[config.mk]
export PLATFORM = sky130hd
export DESIGN_NAME = ocra1_sched
export DESIGN_NICKNAME = d
export VERILOG_FILES = /design/src/rtl/ocra1_sched.sv
export SDC_FILE = /design/constraint.sdc
export NUM_CORES = 1
export LEC_CHECK = 0
export BUFFER_PORTS_ARGS = -buffer_cell sky130_fd_sc_hd__buf_2
export CAP_MARGIN = 25
export CORE_MARGIN = 4
export CORE_UTILIZATION = 50
export DETAILED_ROUTE_END_ITERATION = 8
export PLACE_DENSITY = 0.82
export SYNTH_ARGS = -nofsm -noshare
export SYNTH_HDL_FRONTEND = slang
export SYNTH_SLANG_ARGS = --single-unit
export TNS_END_PERCENT = 10
[constraint.sdc]
create_clock -name clk -period 12.3 [get_ports clk]
set_clock_uncertainty 0.2 [all_clocks]
set_input_delay 1.23 -clock clk [delete_from_list [all_inputs] [get_ports clk]]
set_output_delay 1.23 -clock clk [all_outputs]
set_load 0.01 [all_outputs]
[src/rtl/ocra1_sched.sv]
// ============================================================================
//  Module      : ocra1_sched
//  Description : Gradient-set sequencer in front of ocra1_iface. Runs the DAC
//                init burst after reset or on request, streams each X/Y/Z/Z2
//                set as four back-to-back 32-bit words, holds one set pending
//                and supervises the interface busy/data_lost handshake.
//                Optional counters enabled by OCRA1_SCHED_CNT_EN.
//  Revision    : 1.0 - initial release
// ============================================================================
`default_nettype none

module ocra1_sched #(
    parameter int          BUSY_TIMEOUT = 256,
    parameter logic [23:0] INIT_WORD    = 24'h200002
) (
    input  logic        clk,
    input  logic        rst,
    input  logic        upd_i,
    input  logic [17:0] vx_i,
    input  logic [17:0] vy_i,
    input  logic [17:0] vz_i,
    input  logic [17:0] vz2_i,
    input  logic        init_i,
    output logic [31:0] oc_data_o,
    output logic        oc_valid_o,
    input  logic        oc_busy_i,
    input  logic        oc_lost_i,
    output logic        ready_o,
    output logic        done_o,
    output logic        overrun_o,
    output logic        err_o
`ifdef OCRA1_SCHED_CNT_EN
    ,
    output logic [15:0] sets_cnt_o,
    output logic [15:0] ovr_cnt_o
`endif
);

    localparam int CNT_W = $clog2(BUSY_TIMEOUT + 1) + 1;

    typedef enum logic [1:0] {
        S_IDLE = 2'd0,
        S_INIT = 2'd1,
        S_SEND = 2'd2,
        S_WAIT = 2'd3
    } state_t;

    state_t             state_q, state_d;
    logic [1:0]         word_q, word_d;
    logic               is_init_q, is_init_d;
    logic               seen_q, seen_d;
    logic [CNT_W-1:0]   tmo_q, tmo_d;
    logic               init_req_q, init_req_d;
    logic               pend_q, pend_d;
    logic [3:0][17:0]   pvals_q, pvals_d;
    logic [3:0][17:0]   act_q, act_d;
    logic               done_q, done_d;
    logic               ovr_q, ovr_d;
    logic               err_q, err_d;
    logic               w_ovr_evt;
    logic               w_dispatch;
    logic               w_direct;
    logic [3:0][17:0]   w_in;
    logic [23:0]        w_payload;

    assign w_in = {vz2_i, vz_i, vy_i, vx_i};

    // State register and all sequencer bookkeeping
    always_ff @(posedge clk or posedge rst) begin
        if (rst) begin
            state_q    <= S_IDLE;
            word_q     <= 2'd0;
            is_init_q  <= 1'b0;
            seen_q     <= 1'b0;
            tmo_q      <= '0;
            init_req_q <= 1'b1;
            pend_q     <= 1'b0;
            pvals_q    <= '0;
            act_q      <= '0;
            done_q     <= 1'b0;
            ovr_q      <= 1'b0;
            err_q      <= 1'b0;
        end else begin
            state_q    <= state_d;
            word_q     <= word_d;
            is_init_q  <= is_init_d;
            seen_q     <= seen_d;
            tmo_q      <= tmo_d;
            init_req_q <= init_req_d;
            pend_q     <= pend_d;
            pvals_q    <= pvals_d;
            act_q      <= act_d;
            done_q     <= done_d;
            ovr_q      <= ovr_d;
            err_q      <= err_d;
        end
    end

    // Next-state logic: burst sequencing, busy supervision and pending slot
    always_comb begin
        state_d    = state_q;
        word_d     = word_q;
        is_init_d  = is_init_q;
        seen_d     = seen_q;
        tmo_d      = tmo_q;
        init_req_d = init_req_q | init_i;
        pend_d     = pend_q;
        pvals_d    = pvals_q;
        act_d      = act_q;
        done_d     = 1'b0;
        ovr_d      = ovr_q;
        err_d      = err_q | oc_lost_i;
        w_ovr_evt  = 1'b0;
        w_dispatch = 1'b0;
        w_direct   = 1'b0;

        case (state_q)
            S_IDLE: begin
                // A same-cycle init strobe already wins over any set
                if (init_req_q || init_i) begin
                    state_d    = S_INIT;
                    word_d     = 2'd0;
                    is_init_d  = 1'b1;
                    seen_d     = 1'b0;
                    init_req_d = 1'b0;
                end else if (pend_q) begin
                    state_d    = S_SEND;
                    word_d     = 2'd0;
                    is_init_d  = 1'b0;
                    seen_d     = 1'b0;
                    act_d      = pvals_q;
                    w_dispatch = 1'b1;
                end else if (upd_i) begin
                    // Empty slot: the strobe goes straight to the wire
                    state_d   = S_SEND;
                    word_d    = 2'd0;
                    is_init_d = 1'b0;
                    seen_d    = 1'b0;
                    act_d     = w_in;
                    w_direct  = 1'b1;
                end
            end
            S_INIT, S_SEND: begin
                // The interface may raise busy while words are still arriving
                seen_d = seen_q | oc_busy_i;
                word_d = word_q + 2'd1;
                if (word_q == 2'd3) begin
                    state_d = S_WAIT;
                    tmo_d   = '0;
                end
            end
            default: begin
                seen_d = seen_q | oc_busy_i;
                tmo_d  = tmo_q + 1'b1;
                if (seen_q && !oc_busy_i) begin
                    state_d = S_IDLE;
                    done_d  = !is_init_q;
                end else if (tmo_q == CNT_W'(BUSY_TIMEOUT)) begin
                    state_d = S_IDLE;
                    err_d   = 1'b1;
                end
            end
        endcase

        if (upd_i && !w_direct) begin
            // Slot being emptied this cycle is not an overwrite
            if (pend_q && !w_dispatch) begin
                w_ovr_evt = 1'b1;
                ovr_d     = 1'b1;
            end
            pend_d  = 1'b1;
            pvals_d = w_in;
        end else if (w_dispatch) begin
            pend_d = 1'b0;
        end
    end

    // Word formatting straight from state so valid drops with reset
    always_comb begin
        w_payload  = is_init_q ? INIT_WORD : {4'h1, act_q[word_q], 2'b00};
        oc_valid_o = (state_q == S_INIT) || (state_q == S_SEND);
        oc_data_o  = oc_valid_o ? {5'd0, word_q, (word_q == 2'd3), w_payload} : 32'd0;
    end

    assign ready_o   = !pend_q;
    assign done_o    = done_q;
    assign overrun_o = ovr_q;
    assign err_o     = err_q;

`ifdef OCRA1_SCHED_CNT_EN
    logic [15:0] sets_cnt_q;
    logic [15:0] ovr_cnt_q;

    // Saturating event counters for completed sets and overwrites
    always_ff @(posedge clk or posedge rst) begin
        if (rst) begin
            sets_cnt_q <= 16'd0;
            ovr_cnt_q  <= 16'd0;
        end else begin
            if (done_d && sets_cnt_q != 16'hFFFF) begin
                sets_cnt_q <= sets_cnt_q + 16'd1;
            end
            if (w_ovr_evt && ovr_cnt_q != 16'hFFFF) begin
                ovr_cnt_q <= ovr_cnt_q + 16'd1;
            end
        end
    end

    assign sets_cnt_o = sets_cnt_q;
    assign ovr_cnt_o  = ovr_cnt_q;
`endif

endmodule

`default_nettype wire
Word level (Yosys, flattened, before mapping)
Index checks and enable logic that the tools add are counted.
Word-level totals
  logic and storage cells: 96
  bits of input ports: 78
  register bits: 165
Cells by class
  equality and inequality tests: 6
  mux-type cells: 40
  reduce and logical (&&, ||, !) cells: 24
  add/subtract/negate cells: 2
  $lt $le $gt $ge: 1
  bitwise logic cells: 5
Operator list (number)
  72-bit two-way mux: 2
  18-bit binary-select mux with 2-bit select: 1
  27-bit two-way mux: 1
  22-bit two-way mux: 1
  1-bit two-way mux: 21
  10-bit case mux with 2 select lines: 1
  18-bit two-way mux: 1
  2-bit two-way mux: 9
  10-bit by 1-bit adder with 10-bit output, second input constant: 1
  10-bit by 9-bit == test with 1-bit output, second input constant: 1
  10-bit two-way mux: 1
  2-bit case mux with 2 select lines: 2
  2-bit AND reduction: 4
  3-bit AND reduction: 2
  2-bit nonzero test: 3
  1-bit zero test: 5
  2-bit == test, second input constant: 2
  4-bit inequality test, second input constant: 1
  4-bit nonzero test: 1
  1-bit logical AND: 3
  2-bit by 3-bit less-than comparator with 1-bit output, second input constant: 1
  1-bit bitwise OR: 3
  3-bit nonzero test: 1
  3-bit OR reduction: 1
  7 further kinds: 9

Logic depth before layout (Yosys ltp)
Gate-level depths: netlist of run 1.
  depth after elaboration: 7
  mapped depth: 8

Least setup slack after synthesis of run 1
OpenSTA, ideal clock, no wires.
  path kind: reg2out
  start point: reg word_q[0]
  end point: out oc_data_o[13]
  arrival time: 1.535 ns
  required time: 10.870 ns
  slack: 9.335 ns
  stages on the path, launching flop included: 4
  buffers on the path: 1
  cells stage by stage: dfrtp_1 > buf_1 > mux4_2 > nor2b_1
Between the ends
  longest elaborated chain between the ends: 4
RTL lines
  start: declaration: line 49  | logic [1:0] word_q, word_d;
  start signal: assignment: line 85  | word_q <= word_d;
  18-bit binary-select mux with 2-bit select: line 180  | w_payload = is_init_q ? INIT_WORD : {4'h1, act_q[word_q], 2'b00};
  18-bit two-way mux (not written as such): line 180
  22-bit two-way mux: line 180
  27-bit two-way mux: line 182  | oc_data_o = oc_valid_o ? {5'd0, word_q, (word_q == 2'd3), w_payload} : 32'd0;
  end: declaration: line 24  | output logic [31:0] oc_data_o,
Every way passes these cells. The select of a mux whose other input is x is not followed.

Worst setup path after layout of run 1
  start point: reg state_q[1]
  end point: out oc_data_o[7]
Between the ends
  longest elaborated chain between the ends: 3
RTL lines
  start: declaration: line 48  | state_t state_q, state_d;
  start signal: assignment: line 84  | state_q <= state_d;
  2-bit by 1-bit == test with 1-bit output or 2-bit == test (tied branches): line 181  | oc_valid_o = (state_q == S_INIT) || (state_q == S_SEND);
  1-bit logical OR (*): line 181
  27-bit two-way mux (*): line 182
Mark *: on every way between the ends. The rest lies on a longest branch, timed or not.

==> reports/qor.yml, run 1 <==
outcome:
  status: "finished, final reports clean"
power_and_ir_drop:
  vdd_ir_drop_max_mv: 0.1113
  p_per_area_nw_per_um2: 239.1
  p_leak_nw: 4.200
  finalPower_mw: 2.126
synthesis:
  synth_top_area_share_pct: 53.32
  synth_area_leaders: "dfrtp_1 (53%), mux2_2 (9.9%), mux2i_1 (9.6%), mux4_2 (5.3%), a21oi_1 (4.9%)"
  syn_inst: 636
  ys_types: 42
  synth_edf_count: 0
  yosysSeqAreaShare_pct: 53.66
  netlist_area_um2: 7697
  ys_async_sr_fraction_pct: 100.0
  ys_seq_elements: 165
  synth.most_common_cell: "dfrtp_1"
  avgSynthCellArea_um2: 12.10
  yosysWarnings: 0
  synth_ff_type: "dfrtp_1"
  synth_area_leader_cell: "dfrtp_1"
  synth_common_cells: "dfrtp_1 (164), nor2_1 (87), a21oi_1 (76)"
worst_setup_path:
  crit_path_start_kind: "register"
  crit_buf_inv: 2
  worstPathMaxFanout: 19
  cp_top_family: "simple AND/OR/NAND/NOR gates"
  endpoint_kind: "primary output"
  critical_path_class: "register to primary output"
  crit_chain: "inv_1 -> ha_1 -> nand2b_1 -> nor2b_1 -> buf_2"
  critical_path_required_ns: 10.87
  arrival_ns: 2.46
  crit_slowest_cell: "nand2b_1"
  max_stage_delay_ns: 0.56
sta:
  fin_ws_ns: 8.414
  rsz0062_at_grt: "no"
  fin_crit_ns: 3.886
  holdWs_ns: 0.2659
  drv_slew: 0
  period_share_pct: 31.60
  worst_slew_pin_slew_ns: 1.007
  finalSetupViolations: 0
  tns_ns: 0
  finalHoldViolCount: 0
  timing.slew.headroom_pct: 32.88
  clock.fmax_mhz: 257.3
placement:
  port_buffers: 106
  dpl.hpwl_mm: 11.94
  routabilityCongestion: 0.7876
  dp_slack_ns: 8.534
  dp.cells: 893
clock_tree:
  clock_sinks: 165
  ctsHoldBuffers: 0
  tritoncts: "built"
  cts-resized-gates: 0
  cts_buffer_depth: 2
  cts_setup_buffers: 0
  h-tree-depth: 4
  root_buffer: "clkbuf_16"
  clk_latency_ns: 0.42
  cts.reportedPaths.clkPinSlew_ns: 0.06
  cts_inserted_buffers: 17
die:
  die-height_um: 132.1
  dieArea_um2: 17440
  row_count: 45
  die_w_um: 132.1
  coreArea_um2: 15150
  initial_core_util_pct: 50.82
  ioPinCount: 115
detailed_routing:
  drt_iter0_markers: 432
  wl_per_cell_um: 18.71
  vias_per_cell: 5.595
  drc_errors: 0
  drt_wl_total_mm: 17.37
  firstDrtPassIters: 4
  vias: 5192
  ant_nets: 0
final_layout:
  nNetsFinal: 808
  layoutNonFillerInstCount: 928
  final_layout_size_suffix_gt1_share_pct: 32.11
  areaGrowthSynthToFinish_pct: 15.51
global_route:
  grt_pass1_wl_mm: 28.36
  grt_max_degree: 104
  track_usage_pct: 20.74
  grt_pass1_vias: 5260
  antenna_found_initial: 2
  overflow: 0
min_path:
  hold_class: "register to register"
job:
  drv_cap: 0
-- layer usage --
| layer | vias to the layer above | track usage [%] | part of all wire (%) |
|---|---|---|---|
| met3 | 21 | 4.695 | 5.2 |
| met5 | - | 0 | 0 |
| li1 | 2406 | - | - |
| met4 | 0 | 7.410 | 1.6 |
| met1 | 2633 | 29.36 | 45 |
| met2 | 132 | 31.70 | 48 |
-- metrics by stage --
stage	util (%)	area, um2
after floorplan	-	7724
after detailed placement	54.61	8270
after CTS	58.49	8859
after global routing	58.70	8891
after global placement	54.61	8270
final	58.70	8891
-- logic make-up (layout without fill, tap and decap cells) --
family                     after synthesis  in the layout  synth area share (%)
AOI/OAI and AO/OA                       96             96                 7.038
xor gates and xnor gates                 2              2                0.2276
adders and majority gates                6              6                0.9428
buffers and inverters                   60            155                 4.031
DFF                                    165            165                 53.66
muxes                                  166            166                 25.72
other                                    1             10               0.04872
and+or+nand+nor                        140            140                 8.339
-- layout make-up --
class                      instances  area [um2]
clock inverter                     8       96.34
inverter                          10       42.54
fill                            1224        6255
clock buffer                      24       491.7
sequential                       165        4134
multi-input combinational        418        3283
timing repair buffer             113       603.1
antenna                            2       5.005
tap                              188       235.2
-- cell usage in the layout, fill, tap and decap left out, types with 2 or more instances in the layout --
cell type and n:
clkbuf_16 17, a31o_2 3, o2bb2ai_1 3, inv_1 9
inv_6 2, clkinv_2 4, buf_4 6, a22o_1 2
ha_1 5, mux2_1 6, nor2_1 87, mux4_2 18
nand2b_1 2, clkbuf_1 3, nor4b_1 2, bufinv_16 2
mux2_2 68, buf_2 106, diode_2 2, o21ai_0 5
clkbuf_8 4, nor3_1 4, xnor2_1 2, a31oi_1 2
nor2b_1 20, conb_1 8, a21oi_1 76, nand2_1 9
and2_1 3, nand3_1 5, dfrtp_1 163, mux2i_1 74
-- report_power, final --
part,switching (mW),internal (mW)
clock network,0.210,0.320
registers,0.162,0.727
logic,0.359,0.349
-- worst paths after layout --
path / startpoint / endpoint / slack [ns] / depth (start not counted)
max in group asynchronous: rst / pvals_q[32] / 9.93 / 4
worst min register to register: overrun_o / overrun_o / 0.27 / 1
min in group asynchronous: rst / pvals_q[61] / 0.50 / 2
worst max register to register: state_q[0] / act_q[28] / 8.88 / 8
worst min-delay path: overrun_o / overrun_o / 0.27 / 1
worst max-delay path: state_q[1] / oc_data_o[7] / 8.41 / 5
-- flip-flops by register name (all words and copies together) (netlist names), 2 cells and up --
register / flops
act_q: 72
pvals_q: 72
state_q: 2
tmo_q: 10
word_q: 2
Note: power is estimated with default switching activity, not from simulation.
==> run 2: changes to the inputs <==
--- a/config.mk
+++ b/config.mk
@@ -10,7 +10,7 @@
 export CORE_MARGIN = 4
 export CORE_UTILIZATION = 50
 export DETAILED_ROUTE_END_ITERATION = 8
-export PLACE_DENSITY = 0.82
+export PLACE_DENSITY = 0.85
 export SYNTH_ARGS = -nofsm -noshare
 export SYNTH_HDL_FRONTEND = slang
 export SYNTH_SLANG_ARGS = --single-unit
==> constraint.sdc (replaced) <==
create_clock -name clk -period 3.5 [get_ports clk]
set_clock_uncertainty 0.2 [all_clocks]
set_input_delay 0.35 -clock clk [delete_from_list [all_inputs] [get_ports clk]]
set_output_delay 0.35 -clock clk [all_outputs]
set_load 0.01 [all_outputs]
==> run 2 against run 1 <==
- die area unchanged
- core utilization rose by 5.2 points
- highest routed layer unchanged
- count of clock-buffer cells in the layout fell by 3
- largest power group unchanged
- flip-flop and latch count did not move
- final cell count grew 8.2%
- sequential share of layout area down 3.8 points
- worst hold slack lost 0.24 ns
- sequential power rose to 3.5 times the previous value
- register-to-register slack got worse by 8.1 ns
- first-iteration DRC count shrank 0.46%
- design area grew 8.9%
==> reports/qor.yml, run 2 (synthesis gave the netlist of run 1 again) <==
outcome:
  status: "finished, final reports clean"
die:
  dieArea_um2: 17440
  ioPinCount: 115
  die_w_um: 132.1
  coreArea_um2: 15150
  die-height_um: 132.1
  initial_core_util_pct: 50.82
  row_count: 45
final_layout:
  final_common_cell: "dfrtp_1"
  utilization_pct: 63.92
  final_cell_mix: "dfrtp_1 (163), buf_2 (106), nor2_1 (87)"
  nNetsFinal: 886
  areaGrowthSynthToFinish_pct: 25.78
  num_antenna_cells: 0
  final_layout_size_suffix_gt1_share_pct: 29.53
  reg_top3: "act_q x72, pvals_q x72, tmo_q x10"
global_route:
  track_usage_pct: 22.28
  antenna_found_initial: 0
  overflow: 0
  grt_max_degree: 145
  grt_pass1_wl_mm: 30.36
  grt_pass1_vias: 5658
worst_setup_path:
  max_stage_delay_ns: 0.56
  critical_path_required_ns: 2.95
  crit_chain: "inv_1 -> ha_1 -> nand2b_1 -> nor2b_1 -> buf_2"
  crit_buf_inv: 2
  crit_slowest_cell: "nand2b_1"
  worstSetupStartpoint: "state_q[1]"
  worstPathMaxFanout: 19
  critical_path_class: "register to primary output"
  r2r-start: "state_q[0]"
  arrival_ns: 2.47
  endpoint_kind: "primary output"
  cp_top_family: "simple AND/OR/NAND/NOR gates"
  crit_path_start_kind: "register"
detailed_routing:
  drc_errors: 0
  drt_wl_total_mm: 18.88
  wl_per_cell_um: 18.81
  drt_iter0_markers: 430
  firstDrtPassIters: 5
  vias_per_cell: 5.572
  ant_nets: 0
  vias: 5594
job:
  drv_cap: 0
power_and_ir_drop:
  vdd_ir_drop_max_mv: 0.3891
  p_per_area_nw_per_um2: 780.7
  p_leak_nw: 4.517
sta:
  clock.fmax_mhz: 331.1
  rsz0062_at_grt: "no"
  drv_slew: 0
  period_share_pct: 86.30
  timing.slew.headroom_pct: 42.66
  finalSetupViolations: 0
  tns_ns: 0
  finalHoldViolCount: 0
  worst_slew_pin_slew_ns: 0.8601
  fin_crit_ns: 3.021
clock_tree:
  cts.reportedPaths.clkPinSlew_ns: 0.06
  cts_inserted_buffers: 17
  root_buffer: "clkbuf_16"
  cts_setup_buffers: 0
  clock_sinks: 165
  h-tree-depth: 4
  clk_latency_ns: 0.43
  cts-resized-gates: 0
  cts_buffer_depth: 2
  tritoncts: "built"
  ctsHoldBuffers: 74
placement:
  routabilityCongestion: 0.7966
  dpl.hpwl_mm: 12.18
  port_buffers: 106
min_path:
  min-delay-start: "init_i"
  hold_class: "primary input to register"
==> run 2: cell type report <==
class / instances / area, um2
clock inverter: 11 / 101.3
fill: 1096 / 5464
clock buffer: 21 / 450.4
timing repair buffer: 191 / 1436
tap: 188 / 235.2
inverter: 10 / 41.29
sequential: 165 / 4134
multi-input combinational: 418 / 3283
==> run 2: worst paths after layout <==
path	to	cells past startpoint	slack, ns
setup reg to reg	pvals_q[59]	6	0.75
min in group asynchronous	pvals_q[64]	3	0.35
setup / recovery	oc_data_o[10]	5	0.48
hold reg to reg	err_o	2	0.27
hold / removal	init_req_q	3	0.03
max in group asynchronous	pvals_q[24]	5	1.90
==> run 2: tightest hold or removal path, cell delays in order <==
cell    delay (ns)
buf_2         0.09
nor2_1        0.07
nor2_1        0.10
==> run 2: report_power, final <==
part	leakage [nW]	internal, mW	total, mW	switching, mW
combinational	2.37	1.31	2.71	1.40
clock	0.260	0.998	1.77	0.769
sequential	1.88	2.55	3.09	0.532
==> run 2: per-stage QoR <==
step           std cells  hold slack, ns  cell area (um2)  power, mW  setup slack [ns]
6_report            1004         0.02663             9682      7.558            0.4793
5_1_grt             1004         0.01277             9682      7.998            0.3090
4_1_cts             1004        0.003484             9682      7.540            0.4586
3_5_place_dp         898          0.2597             8389      5.659            0.7921
3_3_place_gp         897          0.2511             8362      5.539            0.8698
2_1_floorplan        643          0.2368             7727      4.912            0.8520
==> run 2: layer usage <==
layer | track usage (%) | vias to the layer above | routed length, um
li1 | - | 2559 | -
met4 | 8.343 | 0 | 417
met1 | 29.96 | 2808 | 8157
met3 | 4.160 | 36 | 890
met2 | 36.32 | 191 | 9418
met5 | 0 | - | 0
